$ cat config.mk
export PLATFORM = sky130hd
export DESIGN_NAME = latch_bank_sequencer
export DESIGN_NICKNAME = d
export VERILOG_FILES = /design/src/rtl/latch_bank_sequencer.sv
export SDC_FILE = /design/constraint.sdc
export NUM_CORES = 1
export LEC_CHECK = 0
export ABC_AREA = 0
export CORE_ASPECT_RATIO = 0.5
export CORE_MARGIN = 2
export CORE_UTILIZATION = 50
export CTS_CLUSTER_DIAMETER = 40
export DETAILED_ROUTE_END_ITERATION = 10
export GPL_TIMING_DRIVEN = 1
export PLACE_DENSITY = 0.89
export SYNTH_ARGS = -nofsm -noshare
export SYNTH_HDL_FRONTEND = slang
export SYNTH_SLANG_ARGS = --single-unit
$ cat constraint.sdc
create_clock -name clk -period 4 [get_ports clk]
set_input_delay 1 -clock clk [delete_from_list [all_inputs] [get_ports clk]]
set_output_delay 1 -clock clk [all_outputs]
set_load 0.02 [all_outputs]
$ cat src/rtl/latch_bank_sequencer.sv
// latch_bank_sequencer
// Round-robin write sequencer for a shared bank of single-bit D latches.
// Each write runs SETUP -> ENABLE -> HOLD so the shared data line is stable
// around the one-hot enable pulse; a bank-wide clear runs through latch_reset
// and always wins over pending writes at the next IDLE.
module latch_bank_sequencer #(
   parameter int NUM_REQ   = 4,
   parameter int NUM_LATCH = 8,
   parameter int SETUP_CYC = 1,
   parameter int EN_CYC    = 2,
   parameter int HOLD_CYC  = 1,
   parameter int RST_CYC   = 2,
   localparam int AW = $clog2(NUM_LATCH),
   localparam int GW = $clog2(NUM_REQ)
) (
   input  logic                  clk,
   input  logic                  reset,
   input  logic [NUM_REQ-1:0]    req,
   input  logic [NUM_REQ*AW-1:0] req_addr,
   input  logic [NUM_REQ-1:0]    req_data,
   output logic [NUM_REQ-1:0]    ack,
   input  logic                  clr_req,
   output logic                  clr_ack,
   output logic                  busy,
   output logic [GW-1:0]         grant_id,
   output logic                  latch_d,
   output logic [NUM_LATCH-1:0]  latch_e,
   output logic                  latch_reset
);

   // Phase counter must hold the longest phase length minus one.
   localparam int M1   = (SETUP_CYC > EN_CYC) ? SETUP_CYC : EN_CYC;
   localparam int M2   = (HOLD_CYC > RST_CYC) ? HOLD_CYC : RST_CYC;
   localparam int MAXC = (M1 > M2) ? M1 : M2;
   localparam int CW   = $clog2(MAXC + 1);

   typedef enum logic [2:0] {IDLE, SETUP, ENABLE, HOLD, CLEAR} state_t;

   state_t               state_reg, state_next;
   logic [CW-1:0]        cnt_reg, cnt_next;
   logic [GW-1:0]        rr_reg, rr_next;
   logic                 pend_reg, pend_next;
   logic [GW-1:0]        gid_reg, gid_next;
   logic [AW-1:0]        addr_reg, addr_next;
   logic                 latch_d_reg, latch_d_next;
   logic [NUM_LATCH-1:0] latch_e_reg, latch_e_next;
   logic                 latch_reset_reg, latch_reset_next;
   logic [NUM_REQ-1:0]   ack_reg, ack_next;
   logic                 clr_ack_reg, clr_ack_next;
   logic                 busy_reg, busy_next;

   logic [NUM_LATCH-1:0] e_dec;
   logic [NUM_REQ-1:0]   ack_dec;
   logic [NUM_REQ-1:0]   req_avail;
   logic                 win_found;
   logic [GW-1:0]        win_idx;
   int                   arb_sum;
   logic [GW-1:0]        arb_cand;

   // Decode the captured address; out-of-range addresses match no bit.
   genvar gi;
   generate
      for (gi = 0; gi < NUM_LATCH; gi++) begin : g_e_dec
         assign e_dec[gi] = (addr_reg == AW'(gi));
      end
      for (gi = 0; gi < NUM_REQ; gi++) begin : g_ack_dec
         assign ack_dec[gi] = (gid_reg == GW'(gi));
      end
   endgenerate

   // The requester being acked this cycle cannot win again, so a late drop
   // of its req never produces a second grant.
   assign req_avail = req & ~ack_reg;

   // Round-robin search starting at the rr pointer.
   always_comb begin
      win_found = 1'b0;
      win_idx   = '0;
      arb_sum   = 0;
      arb_cand  = '0;
      for (int k = 0; k < NUM_REQ; k++) begin
         arb_sum = int'(rr_reg) + k;
         if (arb_sum >= NUM_REQ) begin
            arb_sum = arb_sum - NUM_REQ;
         end
         arb_cand = GW'(arb_sum);
         if (!win_found && req_avail[arb_cand]) begin
            win_found = 1'b1;
            win_idx   = arb_cand;
         end
      end
   end

   // Next-state and next-output logic; outputs are registered from these.
   always_comb begin
      state_next       = state_reg;
      cnt_next         = cnt_reg + 1'b1;
      rr_next          = rr_reg;
      pend_next        = pend_reg | (clr_req & (state_reg != IDLE));
      gid_next         = gid_reg;
      addr_next        = addr_reg;
      latch_d_next     = latch_d_reg;
      latch_e_next     = '0;
      latch_reset_next = 1'b0;
      ack_next         = '0;
      clr_ack_next     = 1'b0;
      case (state_reg)
         IDLE: begin
            cnt_next = '0;
            if (clr_req || pend_reg) begin
               // The pending request is consumed on entry; a clr_req seen
               // while clearing re-arms it for exactly one more clear.
               state_next       = CLEAR;
               pend_next        = 1'b0;
               latch_reset_next = 1'b1;
            end else if (win_found) begin
               state_next   = SETUP;
               gid_next     = win_idx;
               addr_next    = req_addr[int'(win_idx)*AW +: AW];
               latch_d_next = req_data[win_idx];
            end
         end
         SETUP: begin
            if (cnt_reg == CW'(SETUP_CYC - 1)) begin
               state_next   = ENABLE;
               cnt_next     = '0;
               latch_e_next = e_dec;
            end
         end
         ENABLE: begin
            latch_e_next = e_dec;
            if (cnt_reg == CW'(EN_CYC - 1)) begin
               state_next   = HOLD;
               cnt_next     = '0;
               latch_e_next = '0;
            end
         end
         HOLD: begin
            if (cnt_reg == CW'(HOLD_CYC - 1)) begin
               state_next = IDLE;
               cnt_next   = '0;
               ack_next   = ack_dec;
               rr_next    = (gid_reg == GW'(NUM_REQ - 1)) ? '0 : gid_reg + 1'b1;
            end
         end
         CLEAR: begin
            latch_reset_next = 1'b1;
            if (cnt_reg == CW'(RST_CYC - 1)) begin
               state_next       = IDLE;
               cnt_next         = '0;
               latch_reset_next = 1'b0;
               clr_ack_next     = 1'b1;
            end
         end
         default: begin
            state_next = IDLE;
            cnt_next   = '0;
         end
      endcase
      busy_next = (state_next != IDLE);
   end

   // State and registered outputs; reset forces everything low immediately.
   always_ff @(posedge clk or posedge reset) begin
      if (reset) begin
         state_reg       <= IDLE;
         cnt_reg         <= '0;
         rr_reg          <= '0;
         pend_reg        <= 1'b0;
         gid_reg         <= '0;
         addr_reg        <= '0;
         latch_d_reg     <= 1'b0;
         latch_e_reg     <= '0;
         latch_reset_reg <= 1'b0;
         ack_reg         <= '0;
         clr_ack_reg     <= 1'b0;
         busy_reg        <= 1'b0;
      end else begin
         state_reg       <= state_next;
         cnt_reg         <= cnt_next;
         rr_reg          <= rr_next;
         pend_reg        <= pend_next;
         gid_reg         <= gid_next;
         addr_reg        <= addr_next;
         latch_d_reg     <= latch_d_next;
         latch_e_reg     <= latch_e_next;
         latch_reset_reg <= latch_reset_next;
         ack_reg         <= ack_next;
         clr_ack_reg     <= clr_ack_next;
         busy_reg        <= busy_next;
      end
   end

   assign ack         = ack_reg;
   assign clr_ack     = clr_ack_reg;
   assign busy        = busy_reg;
   assign grant_id    = gid_reg;
   assign latch_d     = latch_d_reg;
   assign latch_e     = latch_e_reg;
   assign latch_reset = latch_reset_reg;

endmodule

Word-level counts from Yosys, hierarchy flattened. Cells that the tools add are included.

Eq/ne operators: 15. Shift operators: 1. Add/subtract/negate cells: 9. Bitwise gates (word level): 5. Multiplexer cells: 45. Multipliers: 1. Order comparisons: 9. Reduce and logical (&&, ||, !) cells: 17.

Operators with widths (number): $mux 2 (11); $mux 3 (6); $mux 8 (2); $pmux 8 s2 (1); $eq 3x3->1 const B (5); $lt 2x3->1 const B (5); $mux 1 (15); $pmux 3 s5 (1); $eq 3x2->1 const B (4); $shiftx 12x5->3 (1); $bmux 1 s2 (5); $ge 3x3->1 const B (3); $mux 4 (2); $sub 2x1->2 const B (4); $add 2x2->3 const B (2); $eq 3x1->1 const B (2); $logic_not 3->1 (2); $reduce_bool 3->1 (2); $add 2x1->2 const B (2); $and 4x4->4 (1); $eq 2x1->1 const B (2); $eq 2x2->1 const B (2); $logic_not 2->1 (2); $mul 2x2->4 const B (1); 14 further kinds (19).

Register bits: 29. Output and inout bits: 18.

Depth between registers and ports, before layout. Gate-level depths: netlist (run 1).

Depth after elaboration: 18. Depth in mapped cells: 7.

Worst setup path before layout (run 1). Ideal clock, no wire load.

Path type: input -> register. Start point: in req[1]. End point: reg addr_reg[1]. Setup time: 0.138 ns. Setup slack: 1.971 ns. Arrival time: 1.891 ns. Stages on the path: 6. Path through: nor2b_4 nor3b_1 o22a_1 buf_6 mux2i_1 o221ai_1.

Longest elaborated chain between the ends: 15.

RTL lines: start, declared (RTL line 18) `input logic [NUM_REQ-1:0] req,`; $and 4x4->4 (*) (RTL line 73) `assign req_avail = req & ~ack_reg;`; $bmux 1 s2 (RTL line 87) `if (!win_found && req_avail[arb_cand]) begin`; $mux 1 (implied by the code) (RTL line 87); $mux 1 (RTL line 87); $logic_not 1->1 (RTL line 87); $logic_and 1x1->1 (RTL line 87); $mux 1 (RTL line 87); $logic_not 1->1 (RTL line 87); $logic_and 1x1->1 (RTL line 87); $mux 1 (RTL line 87); $logic_not 1->1 (RTL line 87); $logic_and 1x1->1 (RTL line 87); $mux 2 (RTL line 87); $mul 2x2->4 (RTL line 119) `addr_next = req_addr[int'(win_idx)*AW +: AW];`; $shiftx 12x5->3 (RTL line 119); end signal, assigned (RTL line 184) `addr_reg <= addr_next;`; end, declared (RTL line 44) `logic [AW-1:0] addr_reg, addr_next;`.

Every way passes the cells marked *; elsewhere a longest branch is shown, timed or not. The select of a mux whose other input is x is not followed. A chain may end at the register's enable or synchronous reset.

Worst setup path after layout (run 1).
Start point: in req[2]. End point: reg addr_reg[2].

The elaborated chain is that of the path after synthesis.

==> reports/metrics.yaml, run 1 <==
status: "completed"
critPathArrivalTime_ns: 2.76
drive_gt1_share_pct: 7.910
drt_drc_violations_left: 0
drt_pass1_iterations: 4
synth_seq_cells: 29
cts_tree: "yes"
synth_compound_area_share_pct: 9.745
yosys.area_share.adder_pct: 6.146
hp-class: "reg2reg"
cp_cell_sequence: "clkdlybuf4s50_1, nand2b_4, nor3b_1, o22a_1, mux2i_1, o221ai_1"
yosysWarnings: 0
peakVddDrop_uv: 346.6
setup_viol: 0
r2r-end: "addr_reg[2]"
drt_iter0_drc: 60
pre_cts_slack_ns: 1.146
grt_max_degree: 30
cts_resized: 0
crit_buf_inv: 1
synth-xor-area-share_pct: 0
io_buffers: 40
pin_count: 41
setup_tns_ns: 0
synthMuxAreaShare_pct: 7.989
synth_common_cells: "dfrtp_1, nand2_1, nor2_1"
num_rows: 13
place.gp.congestion: 0.7725
slew_violations: 0
path_class: "in2reg"
synth_edf_count: 0
worst_slack_ns: 1.386
clk_latency_ns: 0.28
num_vias: 1168
postCtsSetupRepairBufs: 0
ant_nets: 0
cp.required_ns: 4.15
finClkSkew_ns: 0.008510
slowest_delay_ns: 0.53
crit_start: "req[2]"
yosysSeqAreaShare_pct: 50.92
cts.reportedPaths.clkPinSlew_ns: 0.07
slew_headroom_pct: 27.83
yosysTopAreaCellShare_pct: 50.92
core_area_sq_um: 2651
cts_buffers: 5
via_per_inst: 5.458
worstHoldPathCells: 1
nNetsFinal: 206
synth_top_family_by_area: "simple AND/OR/NAND/NOR gates"
hold_buffers: 0
grt_usage_pct: 22.42
worstSetupEndpoint: "addr_reg[2]"
rr_startpoint: "rr_reg[1]"
finalWirelength_um: 3196
clock_sinks: 29
crit_path_max_fanout: 9
synth_area_sq_um: 1425
h-tree-depth: 2
largest_register_ffs: 8
power_per_cell_area_nw_per_um2: 571.9
path_depth: 6
hold_viol: 0
synth_top_area_cell: "dfrtp_1"
synthFlopType: "dfrtp_1"
r2r_setup_slack_ns: 2.09
drv_cap: 0
cp-end-kind: "register"
cts_root_buffer: "clkbuf_8"
synth_cell_types: 37
antenna_found_initial: 0
grt_first_pass_wirelength_um: 5485
synth_nets: 163
clock_path_buffers: 2
drt-wirelength-per-cell_um: 14.93
start_kind: "primary input"
async_reset_ff_share_pct: 100.0
syn2layout_area_growth_pct: 38.81
yosys.area_share.simple_pct: 21.95
grt_pass1_vias: 1162
tightest_slew_ns: 1.081
reg2regPathDepth: 5
syn_area_per_cell_sq_um: 10.72
fmax_mhz: 382.6
syn_inst: 133
period_share_pct: 65.34
timing.hold.ws_ns: 0.5093
dieWidth_um: 79.50
grt-ovfl-total: 0
post-dp-hpwl_um: 2357
dieHeight_um: 41.75
p_leak_nw: 0.8535
synth_most_common_cell: "dfrtp_1"
antenna_cells: 0
ys_top_cells_by_area: "dfrtp_1, ha_1, mux2i_1, nand2_1, nor2_1"
dieArea_sq_um: 3319
rsz0062_at_grt: "false"
start_util_pct: 53.75
crit_family: "compound AO/OA/AOI/OAI gates"
period_needed_ns: 2.614
crit_slowest_cell: "clkdlybuf4s50_1"
## power breakdown
| part | internal [mW] | total (mW) | switching (mW) |
|---|---|---|---|
| Clock | 0.247 | 0.360 | 0.113 |
| Sequential | 0.359 | 0.435 | 0.0761 |
| Combinational | 0.160 | 0.336 | 0.175 |
| Total | 0.767 | 1.13 | 0.365 |
## layer usage
metal	track usage (%)	share of wire (%)	vias up
li1	-	-	551
met1	25.63	40	581
met2	39.16	54	31
met3	9.348	5.0	5
met4	5.517	0.94	0
met5	0	0	-
## logic make-up (layout without fill, tap and decap cells)
family	after synthesis	count (layout)
adder cells (fa/ha/maj)	7	7
AND/OR/NAND/NOR	57	57
AO/OA/AOI/OAI	20	20
flip-flops	29	29
multiplexers	11	11
buffers and inverters	9	53
## stage by stage
stage	std cells	total power, mW	util, %	instance area, sq um
floorplan	133	0.6435	-	1425
global placement	206	0.7492	69.56	1844
detailed placement	206	0.7703	69.56	1844
CTS	214	1.138	74.61	1978
global route	214	1.204	74.61	1978
finish	214	1.131	74.61	1978
## worst register-to-register path, delay by kind of cell (launching register included)
| kind | cells | cell delay (ns) |
|---|---|---|
| flip-flops | 1 | 0.45 |
| multiplexers | 1 | 0.29 |
| AO/OA/AOI/OAI | 2 | 0.66 |
| AND/OR/NAND/NOR | 2 | 0.39 |
## final cells by class
| cell class | instances | area, sq um |
|---|---|---|
| fillers | 167 | 673.1 |
| well taps | 37 | 46.29 |
| clock inverters | 3 | 65.06 |
| multi-input cells | 95 | 653.1 |
| inverters | 5 | 18.77 |
| flip-flops and latches | 29 | 725.7 |
| clock buffers | 5 | 68.82 |
| repair buffers | 40 | 400.4 |
## worst min-delay path by stage
stage               slack [ns]        start           to
global route              0.54   cnt_reg[0]   cnt_reg[0]
floorplan                 0.47  addr_reg[2]  addr_reg[2]
global placement          0.47      latch_d      latch_d
finish                    0.51   cnt_reg[0]   cnt_reg[0]
CTS                       0.51   cnt_reg[0]   cnt_reg[0]
detailed placement        0.50      latch_d      latch_d
## cells in the final DEF, fill, tap and decap left out
cell type         n
a2111oi_0         2
and2_1            4
clkbuf_8          5
a32oi_1           1
ha_1              7
and3_1            2
or3b_1            1
nand2_1          15
or3_1             1
or2_1             1
nand3_1           2
o221ai_1          4
o22a_1            1
o21ai_1           3
bufinv_16         2
mux2i_1           8
nand3b_1          2
nor3_2            1
o32ai_1           1
nor2_1           12
mux2_1            1
o21a_1            1
nand2b_1          7
nor2b_4           1
nor3_1            4
clkinv_2          1
inv_1             5
nor3b_1           1
nand2b_4          1
nand4_1           1
nor3b_2           1
clkdlybuf4s50_1  40
a21oi_1           4
dfrtp_1          29
o21ai_0           2
mux2_2            2
a211oi_1          1
Power figures use the tool's default switching activity.
==> run 2, diff against run 1 <==
CORE_UTILIZATION = 42   (was 50)
PLACE_DENSITY = 0.81   (was 0.89)
clock period = 2.2 ns   (was 4 ns; I/O delays follow)
==> reports/metrics.yaml, run 2 (synthesis gave the netlist of run 1 again) <==
clock_sinks: 29  # unchanged
antenna_found_initial: 0  # unchanged
cts.reportedPaths.clkPinSlew_ns: 0.07  # about the same
core_area_sq_um: 3118  # was 2651 sq um
drt_iter0_drc: 42  # was 60
fmax_mhz: 526.1
drv_cap: 0  # unchanged
drive_gt1_share_pct: 10.44  # was 7.910%
grt_usage_pct: 16.84  # was 22.42%
ant_nets: 0  # unchanged
total_power_mw: 1.892  # was 1.131 mW
worstHoldPathCells: 2  # was 1
p_leak_nw: 0.8643  # was 0.8535 nW
slowest_delay_ns: 0.65  # was 0.53 ns
slew_headroom_pct: 64.21  # was 27.83%
hold_viol: 0  # unchanged
rsz0062_at_grt: "false"  # unchanged
path_class: "reg2out"  # was in2reg
r2r_setup_slack_ns: 0.49  # was 2.09 ns
r2r-end: "latch_e[0]"  # was addr_reg[2]
rr_startpoint: "cnt_reg[0]"  # was rr_reg[1]
clock_path_buffers: 2  # unchanged
num_rows: 14  # was 13
drt_pass1_iterations: 4  # unchanged
cp_cell_sequence: "clkdlybuf4s50_1"  # was clkdlybuf4s50_1, nand2b_4, nor3b_1, o22a_1, mux2i_1, o221ai_1
crit_family: "buffers and inverters"  # was compound AO/OA/AOI/OAI gates
cts_resized: 0  # unchanged
num_vias: 1130  # was 1168
dieWidth_um: 86.38  # was 79.50 um
h-tree-depth: 2  # unchanged
slew_violations: 0  # unchanged
grt_first_pass_wirelength_um: 4864  # was 5485 um
worstHoldEndpoint: "latch_d"  # was cnt_reg[0]
syn2layout_area_growth_pct: 39.42  # was 38.81%
finClkSkew_ns: 0.008292  # was 0.008510 ns
status: "completed"  # unchanged
dieArea_sq_um: 3904  # was 3319 sq um
path_depth: 1  # was 6
finalWirelength_um: 3052  # was 3196 um
min_from: "latch_d"  # was cnt_reg[0]
antenna_cells: 0  # unchanged
cp-end-kind: "output port"  # was register
crit_slowest_cell: "clkdlybuf4s50_1"  # unchanged
power_per_cell_area_nw_per_um2: 952.1  # was 571.9 nW/um^2
peakVddDrop_uv: 502.4  # was 346.6 uV
setup_viol: 0  # unchanged
via_per_inst: 5.090  # was 5.458
dieHeight_um: 45.19  # was 41.75 um
grt_max_degree: 30  # unchanged
hold_buffers: 0  # unchanged
setup_tns_ns: 0  # unchanged
start_kind: "register"  # was primary input
tightest_slew_ns: 0.5233  # was 1.081 ns
pin_count: 41  # unchanged
drt_drc_violations_left: 0  # unchanged
crit_buf_inv: 1  # unchanged
grt_pass1_vias: 1065  # was 1162
critPathArrivalTime_ns: 1.35  # was 2.76 ns
period_needed_ns: 1.901
grt-ovfl-total: 0  # unchanged
final_cell_mix: "clkdlybuf4s50_1, dfrtp_1, nand2_1, nor2_1, mux2i_1"  # unchanged
cts_buffers: 5  # unchanged
drt-wirelength-per-cell_um: 13.75  # was 14.93 um
reg2regPathDepth: 7  # was 5
final_common_cell: "clkdlybuf4s50_1"  # unchanged
postCtsSetupRepairBufs: 0  # unchanged
largest_register_ffs: 8  # unchanged
post-dp-hpwl_um: 2334  # was 2357 um
start_util_pct: 45.71  # was 53.75%
period_share_pct: 86.40
cts_root_buffer: "clkbuf_8"  # unchanged
place.gp.congestion: 0.7648  # was 0.7725
nNetsFinal: 211  # was 206
clk_latency_ns: 0.28  # about the same
hp-class: "reg2reg"  # unchanged
cp.required_ns: 1.65  # was 4.15 ns
crit_path_max_fanout: 4  # was 9
io_buffers: 40  # unchanged
cts_tree: "yes"  # unchanged
[run 2: per-stage QoR]
step | instance area (sq um) | hold slack [ns] | setup slack (ns) | instances | util, %
global route | 1987 | 0.5127 | 0.2137 | 222 | 63.72
detailed placement | 1886 | 0.4829 | 0.03241 | 214 | 60.47
finish | 1987 | 0.4971 | 0.2992 | 222 | 63.72
floorplan | 1425 | 0.4691 | 0.6210 | 133 | -
CTS | 1987 | 0.4972 | 0.2933 | 222 | 63.72
global placement | 1886 | 0.4797 | 0.08413 | 214 | 60.47
[run 2: area by class of cell]
cell class	count	area, sq um
fillers	272	1131
flip-flops and latches	29	725.7
multi-input cells	95	653.1
repair buffers	45	437.9
clock buffers	7	96.34
well taps	40	50.05
inverters	5	18.77
clock inverters	1	5.005
[run 2: worst max-delay path by stage]
stage                startpoint          end  slack [ns]
floorplan                req[1]  addr_reg[1]        0.62
global placement         req[2]  addr_reg[0]        0.08
detailed placement       req[2]  addr_reg[2]        0.03
CTS                 grant_id[1]  grant_id[1]        0.29
global route             req[2]      latch_d        0.21
finish              grant_id[1]  grant_id[1]        0.30
[run 2: routing by layer]
metal | global-route usage [%] | up-vias | routed length, um
li1 | - | 563 | -
met1 | 21.21 | 544 | 1385
met2 | 27.85 | 18 | 1529
met3 | 5.484 | 5 | 111
met4 | 6.250 | 0 | 25
met5 | 0 | - | 0
[run 2: report_power, final]
| group | internal [mW] | switching [mW] |
|---|---|---|
| Clock | 0.282 | 0.200 |
| Sequential | 0.653 | 0.135 |
| Combinational | 0.310 | 0.311 |
| Total | 1.25 | 0.646 |
